[src/rtl/otn_pkg.sv]
// Shared OTN framing definitions: FAS bytes, CRC-8 constants, receiver state
// encodings and the CRC-8 byte update.
package otn_pkg;

   localparam logic [7:0] FAS_0    = 8'hF6;
   localparam logic [7:0] FAS_1    = 8'hF6;
   localparam logic [7:0] FAS_2    = 8'h28;
   localparam logic [7:0] CRC_POLY = 8'h07;
   localparam logic [7:0] CRC_INIT = 8'h00;

   typedef enum logic [2:0] {
      StHunt,
      StPyld,
      StCrcb,
      StCheck,
      StDrain,
      StAck
   } rx_state_e;

   typedef enum logic [1:0] {
      RxIdle,
      RxStart,
      RxData,
      RxStop
   } byte_rx_state_e;

   // MSB-first, no reflection, no final XOR.
   function automatic logic [7:0] crc8_update(input logic [7:0] crc, input logic [7:0] data);
      logic [7:0] c;
      c = crc ^ data;
      for (int i = 0; i < 8; i++) begin
         c = c[7] ? ((c << 1) ^ CRC_POLY) : (c << 1);
      end
      return c;
   endfunction

endpackage

[src/rtl/line_receiver_if.sv]
// Payload byte stream from the line receiver to the client FIFO (valid/ready).
interface line_receiver_if;

   logic [7:0] pyld_data;
   logic       pyld_data_valid;
   logic       pyld_data_ready;

   modport master (
      output pyld_data,
      output pyld_data_valid,
      input  pyld_data_ready
   );

   modport slave (
      input  pyld_data,
      input  pyld_data_valid,
      output pyld_data_ready
   );

endinterface

[src/rtl/line_byte_rx.sv]
// 8N1 byte receiver: 2-FF synchroniser, mid-bit sampling, glitch-rejecting start bit.
// o_framing_err is only meaningful alongside o_strobe.
module line_byte_rx
   import otn_pkg::*;
#(
   parameter int unsigned CLKS_PER_BIT = 16
) (
   input  logic       i_clk,
   input  logic       i_rst,
   input  logic       i_rx,
   output logic [7:0] o_byte,
   output logic       o_strobe,
   output logic       o_framing_err
);

   localparam int unsigned CNT_W = $clog2(CLKS_PER_BIT);
   localparam logic [CNT_W-1:0] HALF_M1 = CNT_W'(CLKS_PER_BIT / 2 - 1);
   localparam logic [CNT_W-1:0] FULL_M1 = CNT_W'(CLKS_PER_BIT - 1);

   logic           meta_q, sync_q, prev_q;
   byte_rx_state_e state_q, state_d;
   logic [CNT_W-1:0] cnt_q, cnt_d;
   logic [2:0]     bit_q, bit_d;
   logic [7:0]     shift_q, shift_d;
   logic [7:0]     byte_q, byte_d;
   logic           strobe_q, strobe_d;
   logic           ferr_q, ferr_d;

   always_ff @(posedge i_clk or posedge i_rst) begin
      if (i_rst) begin
         meta_q   <= 1'b1;
         sync_q   <= 1'b1;
         prev_q   <= 1'b1;
         state_q  <= RxIdle;
         cnt_q    <= '0;
         bit_q    <= '0;
         shift_q  <= '0;
         byte_q   <= '0;
         strobe_q <= 1'b0;
         ferr_q   <= 1'b0;
      end else begin
         meta_q   <= i_rx;
         sync_q   <= meta_q;
         prev_q   <= sync_q;
         state_q  <= state_d;
         cnt_q    <= cnt_d;
         bit_q    <= bit_d;
         shift_q  <= shift_d;
         byte_q   <= byte_d;
         strobe_q <= strobe_d;
         ferr_q   <= ferr_d;
      end
   end

   always_comb begin
      state_d  = state_q;
      cnt_d    = cnt_q + 1'b1;
      bit_d    = bit_q;
      shift_d  = shift_q;
      byte_d   = byte_q;
      strobe_d = 1'b0;
      ferr_d   = 1'b0;
      case (state_q)
         RxIdle: begin
            cnt_d = '0;
            if (prev_q && !sync_q) state_d = RxStart;
         end
         RxStart: begin
            // A start bit that is high again at mid-bit was a glitch.
            if (cnt_q == HALF_M1) begin
               cnt_d   = '0;
               bit_d   = '0;
               state_d = sync_q ? RxIdle : RxData;
            end
         end
         RxData: begin
            if (cnt_q == FULL_M1) begin
               cnt_d   = '0;
               shift_d = {sync_q, shift_q[7:1]};
               bit_d   = bit_q + 1'b1;
               if (bit_q == 3'd7) state_d = RxStop;
            end
         end
         RxStop: begin
            if (cnt_q == FULL_M1) begin
               cnt_d    = '0;
               byte_d   = shift_q;
               strobe_d = 1'b1;
               ferr_d   = !sync_q;
               state_d  = RxIdle;
            end
         end
         default: state_d = RxIdle;
      endcase
   end

   assign o_byte        = byte_q;
   assign o_strobe      = strobe_q;
   assign o_framing_err = ferr_q;

endmodule

[src/rtl/line_receiver.sv]
// OTN line receiver: FAS hunt, one-frame payload buffer with CRC-8 check,
// valid/ready delivery to the client and an ACK pulse back to the sender.
module line_receiver
   import otn_pkg::*;
#(
   parameter int unsigned CLKS_PER_BIT = 16,
   parameter int unsigned PYLD_LEN     = 64,
   parameter int unsigned ACK_CYCLES   = 32,
   parameter int unsigned GAP_TIMEOUT  = 4096
) (
   input  logic                   i_clk,
   input  logic                   i_rst,
   input  logic                   i_otn_rx_data,
   output logic                   o_otn_tx_ack,
   input  logic                   i_arq_en,
   line_receiver_if.master        pyld,
   output logic [7:0]             o_crc_val,
   output logic                   o_crc_err,
   output logic [7:0]             o_frame_cnt
);

   localparam int unsigned PTR_W = $clog2(PYLD_LEN);
   localparam int unsigned GAP_W = $clog2(GAP_TIMEOUT + 1);
   localparam int unsigned ACK_W = $clog2(ACK_CYCLES + 1);
   localparam logic [PTR_W-1:0] LAST_PTR = PTR_W'(PYLD_LEN - 1);
   localparam logic [GAP_W-1:0] GAP_LAST = GAP_W'(GAP_TIMEOUT - 1);
   localparam logic [ACK_W-1:0] ACK_LAST = ACK_W'(ACK_CYCLES - 1);

   logic [7:0] rx_byte;
   logic       rx_strobe, rx_ferr;

   rx_state_e        state_q, state_d;
   logic [15:0]      fas_q, fas_d;
   logic [PTR_W-1:0] wr_q, wr_d, rd_q, rd_d;
   logic [7:0]       crc_q, crc_d, rx_crc_q, rx_crc_d;
   logic             frm_err_q, frm_err_d;
   logic [7:0]       crc_val_q, crc_val_d;
   logic             crc_err_q, crc_err_d;
   logic [7:0]       frame_cnt_q, frame_cnt_d;
   logic [GAP_W-1:0] gap_q, gap_d;
   logic [ACK_W-1:0] ack_cnt_q, ack_cnt_d;
   logic             buf_we, frame_good;
   logic [7:0]       buf_mem [PYLD_LEN];

   line_byte_rx #(
      .CLKS_PER_BIT(CLKS_PER_BIT)
   ) u_byte_rx (
      .i_clk        (i_clk),
      .i_rst        (i_rst),
      .i_rx         (i_otn_rx_data),
      .o_byte       (rx_byte),
      .o_strobe     (rx_strobe),
      .o_framing_err(rx_ferr)
   );

   always_ff @(posedge i_clk or posedge i_rst) begin
      if (i_rst) begin
         state_q     <= StHunt;
         fas_q       <= '0;
         wr_q        <= '0;
         rd_q        <= '0;
         crc_q       <= CRC_INIT;
         rx_crc_q    <= '0;
         frm_err_q   <= 1'b0;
         crc_val_q   <= '0;
         crc_err_q   <= 1'b0;
         frame_cnt_q <= '0;
         gap_q       <= '0;
         ack_cnt_q   <= '0;
      end else begin
         state_q     <= state_d;
         fas_q       <= fas_d;
         wr_q        <= wr_d;
         rd_q        <= rd_d;
         crc_q       <= crc_d;
         rx_crc_q    <= rx_crc_d;
         frm_err_q   <= frm_err_d;
         crc_val_q   <= crc_val_d;
         crc_err_q   <= crc_err_d;
         frame_cnt_q <= frame_cnt_d;
         gap_q       <= gap_d;
         ack_cnt_q   <= ack_cnt_d;
      end
   end

   always_ff @(posedge i_clk) begin
      if (buf_we) buf_mem[wr_q] <= rx_byte;
   end

   assign frame_good = (rx_crc_q == crc_q) && !frm_err_q;

   always_comb begin
      state_d     = state_q;
      fas_d       = fas_q;
      wr_d        = wr_q;
      rd_d        = rd_q;
      crc_d       = crc_q;
      rx_crc_d    = rx_crc_q;
      frm_err_d   = frm_err_q;
      crc_val_d   = crc_val_q;
      crc_err_d   = crc_err_q;
      frame_cnt_d = frame_cnt_q;
      gap_d       = '0;
      ack_cnt_d   = ack_cnt_q;
      buf_we      = 1'b0;
      case (state_q)
         StHunt: begin
            if (rx_strobe) begin
               if (rx_ferr) begin
                  fas_d = '0;
               end else if ({fas_q, rx_byte} == {FAS_0, FAS_1, FAS_2}) begin
                  fas_d     = '0;
                  wr_d      = '0;
                  crc_d     = CRC_INIT;
                  frm_err_d = 1'b0;
                  state_d   = StPyld;
               end else begin
                  fas_d = {fas_q[7:0], rx_byte};
               end
            end
         end
         StPyld: begin
            if (rx_strobe) begin
               buf_we    = 1'b1;
               crc_d     = crc8_update(crc_q, rx_byte);
               frm_err_d = frm_err_q | rx_ferr;
               wr_d      = wr_q + 1'b1;
               if (wr_q == LAST_PTR) state_d = StCrcb;
            end else begin
               gap_d = gap_q + 1'b1;
               if (gap_q == GAP_LAST) state_d = StHunt;
            end
         end
         StCrcb: begin
            if (rx_strobe) begin
               rx_crc_d  = rx_byte;
               frm_err_d = frm_err_q | rx_ferr;
               crc_val_d = crc_q;
               state_d   = StCheck;
            end else begin
               gap_d = gap_q + 1'b1;
               if (gap_q == GAP_LAST) state_d = StHunt;
            end
         end
         StCheck: begin
            // Without ARQ a bad frame is still delivered, just flagged.
            if (frame_good || !i_arq_en) begin
               crc_err_d = !frame_good;
               rd_d      = '0;
               state_d   = StDrain;
            end else begin
               crc_err_d = 1'b1;
               state_d   = StHunt;
            end
         end
         StDrain: begin
            if (pyld.pyld_data_ready) begin
               if (rd_q == LAST_PTR) begin
                  frame_cnt_d = frame_cnt_q + 8'd1;
                  ack_cnt_d   = '0;
                  state_d     = i_arq_en ? StAck : StHunt;
               end else begin
                  rd_d = rd_q + 1'b1;
               end
            end
         end
         StAck: begin
            ack_cnt_d = ack_cnt_q + 1'b1;
            if (ack_cnt_q == ACK_LAST) state_d = StHunt;
         end
         default: state_d = StHunt;
      endcase
   end

   // Decoded straight from the state register so reset drops them without a clock.
   assign o_otn_tx_ack         = (state_q == StAck);
   assign pyld.pyld_data_valid = (state_q == StDrain);
   assign pyld.pyld_data       = (state_q == StDrain) ? buf_mem[rd_q] : 8'h00;
   assign o_crc_val            = crc_val_q;
   assign o_crc_err            = crc_err_q;
   assign o_frame_cnt          = frame_cnt_q;

endmodule

[src/flat_wrapper.sv]
// flat-port wrapper written by rule: the top's interface ports become plain ports
module line_receiver_flat import otn_pkg::*;
#(
   parameter int unsigned CLKS_PER_BIT = 16,
   parameter int unsigned PYLD_LEN     = 64,
   parameter int unsigned ACK_CYCLES   = 32,
   parameter int unsigned GAP_TIMEOUT  = 4096
)
  (i_clk, i_rst, i_otn_rx_data, o_otn_tx_ack, i_arq_en, o_crc_val, o_crc_err, o_frame_cnt, pyld_pyld_data, pyld_pyld_data_valid, pyld_pyld_data_ready);
  line_receiver_if pyld_i ();
  input  logic i_clk;
  input  logic i_rst;
  input  logic i_otn_rx_data;
  output logic o_otn_tx_ack;
  input  logic i_arq_en;
  output logic [7:0] o_crc_val;
  output logic o_crc_err;
  output logic [7:0] o_frame_cnt;
  output wire logic [$bits(pyld_i.pyld_data)-1:0] pyld_pyld_data;
  output wire logic [$bits(pyld_i.pyld_data_valid)-1:0] pyld_pyld_data_valid;
  input wire logic [$bits(pyld_i.pyld_data_ready)-1:0] pyld_pyld_data_ready;
  assign pyld_pyld_data = pyld_i.pyld_data;
  assign pyld_pyld_data_valid = pyld_i.pyld_data_valid;
  assign pyld_i.pyld_data_ready = pyld_pyld_data_ready;
  line_receiver #(.CLKS_PER_BIT(CLKS_PER_BIT), .PYLD_LEN(PYLD_LEN), .ACK_CYCLES(ACK_CYCLES), .GAP_TIMEOUT(GAP_TIMEOUT)) u_core (.i_clk(i_clk), .i_rst(i_rst), .i_otn_rx_data(i_otn_rx_data), .o_otn_tx_ack(o_otn_tx_ack), .i_arq_en(i_arq_en), .pyld(pyld_i), .o_crc_val(o_crc_val), .o_crc_err(o_crc_err), .o_frame_cnt(o_frame_cnt));
endmodule
[config.mk]
export PLATFORM = sky130hd
export DESIGN_NAME = line_receiver_flat
export DESIGN_NICKNAME = d
export VERILOG_FILES = /design/src/rtl/otn_pkg.sv /design/src/rtl/line_receiver_if.sv /design/src/rtl/line_byte_rx.sv /design/src/rtl/line_receiver.sv /design/src/flat_wrapper.sv
export SDC_FILE = /design/constraint.sdc
export NUM_CORES = 1
export LEC_CHECK = 0
export BUFFER_PORTS_ARGS = -buffer_cell sky130_fd_sc_hd__buf_2
export CAP_MARGIN = 20
export CORE_AREA = 2 2 255 257
export CTS_CLUSTER_SIZE = 40
export DETAILED_ROUTE_END_ITERATION = 8
export DIE_AREA = 0 0 257 259
export GPL_ROUTABILITY_DRIVEN = 0
export GPL_TIMING_DRIVEN = 0
export SLEW_MARGIN = 20
export SYNTH_ARGS = -nofsm -noshare
export SYNTH_HDL_FRONTEND = slang
export SYNTH_SLANG_ARGS = --single-unit
[constraint.sdc]
create_clock -name i_clk -period 4.5 [get_ports i_clk]
set_input_delay 0.225 -clock i_clk [delete_from_list [all_inputs] [get_ports i_clk]]
set_output_delay 0.225 -clock i_clk [all_outputs]
set_load 0.01 [all_outputs]
==> flow_summary.yaml, run 1 <==
min_path:
  hold_class: "in2reg"
  hold_start: "i_arq_en"
yosys:
  yosys.cell_types.count: 61
  synth.yosys.warnings: 0
  post_synth_mux_area_share_pct: 13.8
  syn-num-nets: 1464
  synth-edff-count: 512
  synth_simple_gate_area_share_pct: 5.99
  synth.cell_area_um2: 25400
  postSynthRegisterBits: 626
  synth_top_flop_cell: "sky130_fd_sc_hd__edfxtp_1"
  fraction_of_synthesis_flops_using_an_asynchronous_set_or_reset_pin_pct: 18.2
  synth_compound_gate_area_share_pct: 4.29
  portion_of_the_post_synthesis_area_used_by_sequential_elements_pct: 71.8
  adder_cell_area_share_of_the_yosys_netlist_pct: 0.394
  synth-xor-area-share_pct: 1.88
  synth_area_per_cell_um2: 17.5
  synth_top_family_by_area: "multiplexers"
  synthCells: 1451
drt:
  drt_first_iter_violations: 1399
  post_drt_via_cell_ratio: 5.48
  detail_route.drc_violations: 0
  drt-pass1-iter-count: 5
  routed-via-count: 13500
  avgRoutedWirePerCell_um: 23.9
  detailed_route_wl_mm: 58.8
  drt.antenna.violating_nets: 0
layout:
  flow.area_growth_from_synthesis_pct: 13.4
  antenna_cells_inserted: 0
  fin_nets: 1570
  finalNonFillerCells: 2460
  num-fill-cells: 5485
  share_of_final_layout_standard_cells_stronger_than_drive_strength_1_pct: 22.5
  final_area_um2: 28800
sta:
  finalClockSkew_ns: 0.0322
  worst_slew_pin_slew_ns: 0.922
  finalHoldViolations: 0
  final.period_utilization_pct: 88.4
  post-route-min-period_ns: 3.98
  max_freq_mhz: 251
  setup-violations-final: 0
  slew_headroom_pct: 38.5
  timing.final.max_slew_violations: 0
  grt_setup_unrepaired: "no"
  tns_ns: 0
floorplanning:
  floorplan.die.height_um: 259
  initial_utilization_pct: 39.7
  placement_rows: 93
  io-pin-count: 32
  die_w_um: 257
  placeableCoreArea_um2: 63900
  die_area_um2: 66600
global_route:
  grt-ovfl-total: 0
  wire_length_of_the_first_global_routing_pass_mm: 89.3
  grt_start_max_net_pins: 73
  first_global_vias: 14000
  initial_antenna_violation_count: 1
  grt_usage_pct: 18.0
placement:
  place.port_buffers: 31
  hpwlAfterDp_mm: 37.9
  place_inst: 2341
  dpl_cell_area_um2: 26700
pwr:
  report.power.total_mw: 12.6
  total_leakage_power_nw: 9.28
  vdd_drop_max_uv: 271
  power_per_cell_area_nw_per_um2: 437
worst_setup_path:
  critical_path.startpoint_type: "flop"
  worst_path_dominant_cell_family: "buffers and inverters"
  end_kind: "output pin"
  critical_path.n_buffers_inverters: 4
  arrival_ns: 3.75
  worstReg2RegStart: "u_core.state_q[1]$_DFFE_PP0P_"
  worst_path_largest_cell_delay_ns: 0.71
  most_frequent_cell_on_the_critical_path: "sky130_fd_sc_hd__clkbuf_1"
  crit_path_cell_trace: "clkbuf_1 > clkbuf_1 > clkbuf_1 > nand3_1 > a21oi_1 > nor3_1 > buf_2"
  worst_ep_required_time_ns: 4.28
  ff2ff_setup_slack_ns: 1.39
  critical_path.startpoint: "u_core.rd_q[3]$_DFFE_PP0P_"
  critPathSlowestCell: "sky130_fd_sc_hd__clkbuf_1"
  worstPathMaxFanout: 10
  timing.setup.critical_path_class: "reg2out"
clock_network:
  cts_tree: "done"
  cts.clk_slew.worst_paths_ns: 0.06
  clock-sinks: 626
  clockBufferDepth: 3
  h-tree-depth: 3
  worstSkewPairLatency_ns: 0.62
  clk_root_buffer_cell: "sky130_fd_sc_hd__clkbuf_16"
  tritoncts.num_buffers: 67
run:
  cap_viol_max_count: 0
run_status:
  outcome: "complete, no violations"
## cells by family (layout without fill, tap and decap cells)
logic type                 after synthesis  in the layout
muxes                                  202            202
DFF                                    626            626
and+or+nand+nor                        305            305
buffers and inverters                   93            247
adders and majority gates                8              8
xor gates and xnor gates                53             53
AOI/OAI and AO/OA                      164            164
## area by class of cell
cell class	count	area, µm²	area share, %
repair buffers	37	270	0.939
clock buffers	93	1870	6.48
clock inverters	24	173	0.600
plain buffers	81	427	1.48
multi-input cells	732	6680	23.2
flip-flops and latches	626	18300	63.4
inverters	12	50.0	0.174
well taps	855	1070	3.72
## cell usage after synthesis (10+ instances only)
cell type                  count  area share (%)
sky130_fd_sc_hd__and2_1       11            0.27
sky130_fd_sc_hd__nand3_1      33            0.65
sky130_fd_sc_hd__nand2b_1     16            0.39
sky130_fd_sc_hd__buf_4        13            0.38
sky130_fd_sc_hd__o22ai_1      41             1.0
sky130_fd_sc_hd__xor2_1       11            0.38
sky130_fd_sc_hd__dfrtp_1     111              11
sky130_fd_sc_hd__mux2i_1      36             1.4
sky130_fd_sc_hd__a22o_1       22            0.76
sky130_fd_sc_hd__mux4_2      112             9.9
sky130_fd_sc_hd__or3_1        10            0.25
sky130_fd_sc_hd__nor3_1       20            0.39
sky130_fd_sc_hd__nand2_1      46            0.68
sky130_fd_sc_hd__xnor2_1      41             1.4
sky130_fd_sc_hd__a31oi_1      13            0.32
sky130_fd_sc_hd__a21oi_1      28            0.55
sky130_fd_sc_hd__o21ai_0      24            0.47
sky130_fd_sc_hd__clkbuf_1     29            0.43
sky130_fd_sc_hd__inv_1        12            0.18
sky130_fd_sc_hd__edfxtp_1    512              61
sky130_fd_sc_hd__nor2_1      116             1.7
sky130_fd_sc_hd__mux2_2       54             2.4
sky130_fd_sc_hd__buf_2        29            0.57
## tightest hold or removal path: cells and delay by family
kind / cells / cell delay (ns)
AO/OA/AOI/OAI: 2 / 0.18
AND/OR/NAND/NOR: 1 / 0.06
buffers and inverters: 2 / 0.15
## path summary, 6_finish.rpt
check                                                          to  cells past startpoint
worst max-delay path                            pyld_pyld_data[2]                      7
worst min-delay path                u_core.state_q[2]$_DFFE_PP0P_                      5
worst max register to register    u_core.buf_mem[59][5]$_DFFE_PP_                      6
worst min register to register  u_core.u_byte_rx.sync_q$_DFF_PP1_                      0
max in group asynchronous             u_core.crc_q[7]$_DFFE_PP0P_                      4
min in group asynchronous       u_core.o_frame_cnt[6]$_DFFE_PP0P_                      3
## layer usage
metal  part of all wire, %  GRT usage (%)
met5                     0              0
met4                   3.1           6.73
met3                   6.9           4.28
met2                    45           27.5
met1                    44           25.2
## state kept, by name, indices dropped and copies added, names as in the netlist, 3 cells and up, named ones only
register and count:
u_core.buf_mem 512, u_core.fas_q 16, u_core.gap_q 13, u_core.crc_q 8, u_core.o_crc_val 8, u_core.o_frame_cnt 8, u_core.rx_crc_q 8, u_core.u_byte_rx.o_byte 8
u_core.u_byte_rx.shift_q 8, u_core.ack_cnt_q 6, u_core.rd_q 6, u_core.wr_q 6, u_core.u_byte_rx.cnt_q 4, u_core.state_q 3, u_core.u_byte_rx.bit_q 3
## report_power, final
part           total [mW]  internal [mW]  leakage [nW]  switching (mW)
Combinational        1.08          0.430          2.29           0.653
Clock                5.21           2.96          1.00            2.24
Sequential           6.30           6.25          5.99          0.0439
## repair_timing
action | in CTS | in global routing
setup buffers | 0 | 0
hold endpoints to repair | 43 | 0
setup endpoints to repair | 0 | 0
gates resized for setup | 0 | 0
hold buffers | 2 | 0
## metrics by stage
stage / util [%] / hold slack, ns / setup WS, ns
global placement: 41.6 / 0.330 / -0.0426
floorplan: - / 0.229 / 1.26
global route: 45.1 / 0.0687 / 0.471
CTS: 45.1 / 0.0324 / 0.628
finish: 45.1 / 0.0706 / 0.522
detailed placement: 41.8 / 0.271 / 1.28
## cells in the final DEF, fill, tap and decap left out, types with 5 or more instances in the layout
master                        n
sky130_fd_sc_hd__edfxtp_1   512
sky130_fd_sc_hd__nor2_1     116
sky130_fd_sc_hd__mux4_2     112
sky130_fd_sc_hd__dfrtp_1    103
sky130_fd_sc_hd__clkbuf_16   69
sky130_fd_sc_hd__buf_2       60
sky130_fd_sc_hd__mux2_2      54
sky130_fd_sc_hd__clkbuf_1    48
sky130_fd_sc_hd__nand2_1     46
sky130_fd_sc_hd__xnor2_1     41
sky130_fd_sc_hd__o22ai_1     41
sky130_fd_sc_hd__mux2i_1     36
sky130_fd_sc_hd__nand3_1     33
sky130_fd_sc_hd__a21oi_1     28
sky130_fd_sc_hd__o21ai_0     24
sky130_fd_sc_hd__a22o_1      22
sky130_fd_sc_hd__nor3_1      20
sky130_fd_sc_hd__nand2b_1    16
sky130_fd_sc_hd__a31oi_1     13
sky130_fd_sc_hd__buf_4       13
sky130_fd_sc_hd__and2_1      11
sky130_fd_sc_hd__inv_1       11
sky130_fd_sc_hd__xor2_1      11
sky130_fd_sc_hd__or3_1       10
sky130_fd_sc_hd__clkinv_2    10
sky130_fd_sc_hd__nand4_1      9
sky130_fd_sc_hd__nor2b_1      8
sky130_fd_sc_hd__ha_1         8
sky130_fd_sc_hd__o211ai_1     7
sky130_fd_sc_hd__a211o_1      7
sky130_fd_sc_hd__clkinv_1     7
sky130_fd_sc_hd__dfrtp_4      7
sky130_fd_sc_hd__and3_1       6
sky130_fd_sc_hd__a21o_1       6
sky130_fd_sc_hd__nor4bb_1     5
sky130_fd_sc_hd__buf_6        5
sky130_fd_sc_hd__buf_1        5
sky130_fd_sc_hd__clkbuf_8     5
Note: power is estimated with default switching activity, not from simulation.
==> inputs of run 2 (changes only) <==
- PLACE_DENSITY: not set -> 0.56
- RECOVER_POWER: not set -> 100
==> flow_summary.yaml, run 2 (synthesis results as in run 1) <==
floorplanning:
  io-pin-count: 32
  placeableCoreArea_um2: 63900
  die_area_um2: 66600
  initial_utilization_pct: 39.7
  placement_rows: 93
  die_w_um: 257
  floorplan.die.height_um: 259
placement:
  place.port_buffers: 31
  dpl_cell_area_um2: 26800
  hpwlAfterDp_mm: 38.8
  place_ws_ns: 1.43
worst_setup_path:
  worst_ep_required_time_ns: 5.03
  critPathSlowestCell: "sky130_fd_sc_hd__dfrtp_1"
  arrival_ns: 4.39
  worstPathMaxFanout: 70
  worst_path_dominant_cell_family: "flip-flops"
  critical_path.startpoint_type: "flop"
  worst_path_largest_cell_delay_ns: 2.03
  crit_path_cell_trace: "nor4bb_1 > and4_1 > and2_0 > nor3_2 > clkbuf_1 > a22o_1"
  critical_path.startpoint: "u_core.u_byte_rx.o_byte[6]$_DFFE_PP0P_"
  worstReg2RegStart: "u_core.u_byte_rx.o_byte[6]$_DFFE_PP0P_"
  end_kind: "flop"
  timing.setup.critical_path_class: "reg2reg"
  critical_path.n_buffers_inverters: 1
layout:
  num-fill-cells: 5585
  final_area_um2: 28800
  share_of_final_layout_standard_cells_stronger_than_drive_strength_1_pct: 19.9
  register_ranked_first_by_flip_flop_count: "u_core.buf_mem"
  final_cell_mix: "sky130_fd_sc_hd__edfxtp_1, sky130_fd_sc_hd__nor2_1, sky130_fd_sc_hd__mux4_2"
  flow.area_growth_from_synthesis_pct: 13.3
  finalCoreUtilization_pct: 45.0
  layout.area.seq_um2: 18200
  multiInputGateArea_um2: 6650
  most_common_cell_after_layout_fill_and_taps_aside: "sky130_fd_sc_hd__edfxtp_1"
  fin_nets: 1572
  biggestRegsByFlops: "u_core.buf_mem x512, u_core.fas_q x16, u_core.gap_q x13"
  antenna_cells_inserted: 0
  max_ffs_per_register: 512
clock_network:
  clock-sinks: 626
  clk_root_buffer_cell: "sky130_fd_sc_hd__clkbuf_16"
  cts.clk_slew.worst_paths_ns: 0.06
  post_cts.resized_instances: 0
  cts_tree: "done"
  h-tree-depth: 3
  worstSkewPairLatency_ns: 0.62
  clockBufferDepth: 3
  cts_setup_buffers: 0
  tritoncts.num_buffers: 68
global_route:
  grt_usage_pct: 18.0
  grt_start_max_net_pins: 72
  first_global_vias: 13700
  wire_length_of_the_first_global_routing_pass_mm: 88.3
  grt-ovfl-total: 0
  initial_antenna_violation_count: 1
run_status:
  violations_in_the_final_reports: "max-capacitance violations, max-slew violations"
  outcome: "finished, violations left"
drt:
  drt_first_iter_violations: 1211
  detail_route.drc_violations: 0
  avgRoutedWirePerCell_um: 24.1
  post_drt_via_cell_ratio: 5.47
  routed-via-count: 13500
  detailed_route_wl_mm: 59.4
  drt-pass1-iter-count: 6
  drt.antenna.violating_nets: 0
sta:
  finalClockSkew_ns: 0.0263
  slew_headroom_pct: -105
  grt_setup_unrepaired: "no"
  setup-violations-final: 0
  post-route-min-period_ns: 3.86
  finalHoldViolations: 0
  setup_ws_ns: 0.640
  final.period_utilization_pct: 85.8
  hold_ws_ns: 0.0792
  worst_slew_pin_slew_ns: 3.07
  timing.final.max_slew_violations: 560
  max_freq_mhz: 259
min_path:
  hold_class: "in2reg"
  hold_start: "i_arq_en"
pwr:
  vdd_drop_max_uv: 272
  report.power.total_mw: 12.8
  total_leakage_power_nw: 9.17
  power_per_cell_area_nw_per_um2: 444
run:
  cap_viol_max_count: 10
-- run 2: layout make-up --
cell class	instances	share of cell area [%]
clock inverter	32	1.06
tap	855	3.72
timing repair buffer	38	0.622
multi-input combinational	732	23.1
inverter	12	0.161
sequential	626	63.4
buffer	81	1.44
clock buffer	90	6.49
-- run 2: stage by stage --
step	instances	setup TNS [ns]
detailed placement	2342	0
CTS	2466	0
floorplan	1451	0
finish	2466	0
global route	2466	0
global placement	2337	-20.09
-- run 2: worst paths after layout --
| kind | end | slack, ns | cells after the start |
|---|---|---|---|
| max in group asynchronous | u_core.crc_q[4]$_DFFE_PP0P_ | 1.33 | 4 |
| min | u_core.state_q[2]$_DFFE_PP0P_ | 0.08 | 5 |
| min reg2reg | u_core.u_byte_rx.sync_q$_DFF_PP1_ | 0.36 | 0 |
| max reg2reg | u_core.fas_q[4]$_DFFE_PP0P_ | 0.64 | 6 |
| min in group asynchronous | u_core.o_frame_cnt[5]$_DFFE_PP0P_ | 0.66 | 3 |
| max | u_core.fas_q[4]$_DFFE_PP0P_ | 0.64 | 6 |
-- run 2: timing repair --
item | CTS | global route
hold endpoints to repair | 44 | 0
hold buffers | 2 | 0
setup endpoints to repair | 0 | 0
-- run 2: power by group --
part | internal [mW] | total (mW) | switching (mW)
Sequential | 6.25 | 6.30 | 0.0433
Combinational | 0.423 | 1.08 | 0.657
Clock | 3.12 | 5.38 | 2.26
Total | 9.79 | 12.8 | 2.96
-- run 2: metal layers --
layer / global-route usage (%) / vias up / routed length (µm)
li1: - / 5964 / -
met1: 24.8 / 7047 / 26100
met2: 28.8 / 379 / 28300
met3: 3.75 / 100 / 3560
met4: 5.56 / 2 / 1480
met5: 0 / - / 13
-- run 2: worst reg2reg max path, stage by stage, from the launching register on --
cell and delay, ns:
sky130_fd_sc_hd__dfrtp_1 2.03, sky130_fd_sc_hd__nor4bb_1 0.19, sky130_fd_sc_hd__and4_1 0.35, sky130_fd_sc_hd__and2_0 0.18, sky130_fd_sc_hd__nor3_2 0.42, sky130_fd_sc_hd__clkbuf_1 0.42
sky130_fd_sc_hd__a22o_1 0.21
==> inputs of run 3 (changes only) <==
- CORE_AREA: 2 2 255 257 -> 2 2 360 290
- DIE_AREA: 0 0 257 259 -> 0 0 362 292
- PLACE_DENSITY: 0.56 -> 0.39
==> flow_summary.yaml, run 3 (synthesis results as in run 1) <==
worst_setup_path:
  timing.setup.critical_path_class: "reg2out"
  worstPathMaxFanout: 10
  end_kind: "output pin"
  arrival_ns: 3.88
  critical_path.startpoint_type: "flop"
  ff2ff_setup_slack_ns: 0.77
  worst_ep_required_time_ns: 4.28
drt:
  detailed_route_wl_mm: 70.2
  drt.antenna.violating_nets: 0
  drt_first_iter_violations: 1180
  post_drt_via_cell_ratio: 4.58
  avgRoutedWirePerCell_um: 23.8
  drt-pass1-iter-count: 7
  detail_route.drc_violations: 0
  routed-via-count: 13500
layout:
  fin_nets: 1576
  flow.area_growth_from_synthesis_pct: 16.1
  biggestRegsByFlops: "u_core.buf_mem x512, u_core.fas_q x16, u_core.gap_q x13"
  register_ranked_first_by_flip_flop_count: "u_core.buf_mem"
  max_ffs_per_register: 512
  final_cell_mix: "sky130_fd_sc_hd__edfxtp_1, sky130_fd_sc_hd__nor2_1, sky130_fd_sc_hd__mux4_2"
  share_of_final_layout_standard_cells_stronger_than_drive_strength_1_pct: 19.8
  most_common_cell_after_layout_fill_and_taps_aside: "sky130_fd_sc_hd__edfxtp_1"
  finalNonFillerCells: 2953
sta:
  final.period_utilization_pct: 91.3
  timing.final.max_slew_violations: 426
  post-route-min-period_ns: 4.11
  max_freq_mhz: 244
  worst_slew_pin_slew_ns: 3.09
  grt_setup_unrepaired: "no"
  setup-violations-final: 0
  slew_headroom_pct: -106
  finalClockSkew_ns: 0.0195
  tns_ns: 0
  finalHoldViolations: 0
floorplanning:
  floorplan.die.height_um: 292
  placeableCoreArea_um2: 102000
  die_w_um: 362
  die_area_um2: 106000
  placement_rows: 105
  io-pin-count: 32
  initial_utilization_pct: 24.9
pwr:
  vdd_drop_max_uv: 252
  power_per_cell_area_nw_per_um2: 443
  total_leakage_power_nw: 9.22
  report.power.total_mw: 13.1
run:
  cap_viol_max_count: 9
global_route:
  initial_antenna_violation_count: 1
  grt-ovfl-total: 0
  grt_start_max_net_pins: 74
  grt_usage_pct: 13.4
  first_global_vias: 14000
  wire_length_of_the_first_global_routing_pass_mm: 102
  grt.met3_usage_pct: 3.58
  globalRouteMet2Util_pct: 19.4
  global_route.usage.met1_pct: 19.9
  top_usage_layer: "met1"
placement:
  hpwlAfterDp_mm: 46.3
  place_inst: 2828
  place.port_buffers: 31
clock_network:
  clockBufferDepth: 3
  h-tree-depth: 3
  worstSkewPairLatency_ns: 0.62
  clk_root_buffer_cell: "sky130_fd_sc_hd__clkbuf_16"
  cts.clk_slew.worst_paths_ns: 0.06
  tritoncts.num_buffers: 68
  cts_tree: "done"
  clock-sinks: 626
min_path:
  hold_class: "in2reg"
run_status:
  outcome: "finished, violations left"
  violations_in_the_final_reports: "max-capacitance violations, max-slew violations"
==> run 3: path summary, 6_finish.rpt <==
path                                                     endpoint                              startpoint  cells after the start
setup / recovery                                pyld_pyld_data[7]              u_core.rd_q[3]$_DFFE_PP0P_                      6
hold / removal                      u_core.state_q[2]$_DFFE_PP0P_                                i_arq_en                      5
setup reg to reg                  u_core.buf_mem[37][0]$_DFFE_PP_  u_core.u_byte_rx.o_byte[0]$_DFFE_PP0P_                      1
hold reg to reg                 u_core.u_byte_rx.sync_q$_DFF_PP1_       u_core.u_byte_rx.meta_q$_DFF_PP1_                      0
max in group asynchronous  u_core.u_byte_rx.o_byte[6]$_DFFE_PP0P_                                   i_rst                      4
min in group asynchronous       u_core.o_frame_cnt[1]$_DFFE_PP0P_                                   i_rst                      3
==> run 3: through the flow <==
stage	setup WS, ns	hold slack (ns)	utilization (%)	instance area [µm²]
floorplan	1.26	0.229	-	25400
global placement	-0.461	0.332	26.7	27200
detailed placement	0.926	0.274	26.9	27500
CTS	0.235	0.0208	29.1	29700
global route	0.0379	0.0774	28.9	29500
finish	0.393	0.0678	28.9	29500
==> run 3: worst max-delay path, stage by stage, from the launching register on <==
cell and delay [ns]:
sky130_fd_sc_hd__dfrtp_1 0.37, sky130_fd_sc_hd__clkbuf_1 0.60, sky130_fd_sc_hd__clkbuf_1 0.71, sky130_fd_sc_hd__clkbuf_1 0.63
sky130_fd_sc_hd__a21oi_1 0.13, sky130_fd_sc_hd__nor3_1 0.56, sky130_fd_sc_hd__buf_2 0.25
==> run 3: cell type report <==
| cell class | instances | area [µm²] |
|---|---|---|
| Antenna cell | 2 | 5.00 |
| Buffer | 81 | 410 |
| Clock buffer | 98 | 1920 |
| Clock inverter | 23 | 289 |
| Fill cell | 10100 | 72600 |
| Inverter | 12 | 46.3 |
| Multi-Input combinational cell | 732 | 6650 |
| Sequential cell | 626 | 18200 |
| Tap cell | 1337 | 1670 |
| Timing Repair Buffer | 42 | 246 |
==> run 3: metal layers <==
layer,wire (µm),part of all wire (%)
met4,1360,1.9
met1,34400,49
met3,4300,6.1
met2,30100,43
met5,0,0
==> run 3: repair_timing <==
| item | 4_1_cts | 5_1_grt |
|---|---|---|
| setup endpoints to repair | 0 | 1 |
| hold buffers | 2 | 0 |
| endpoints found under the hold margin | 42 | 0 |
| resized for setup | 0 | 3 |
| setup buffers | 0 | 0 |
==> run 3: power breakdown <==
part	internal [mW]	switching [mW]
clock network	3.32	2.32
registers	6.25	0.0445
logic	0.421	0.705
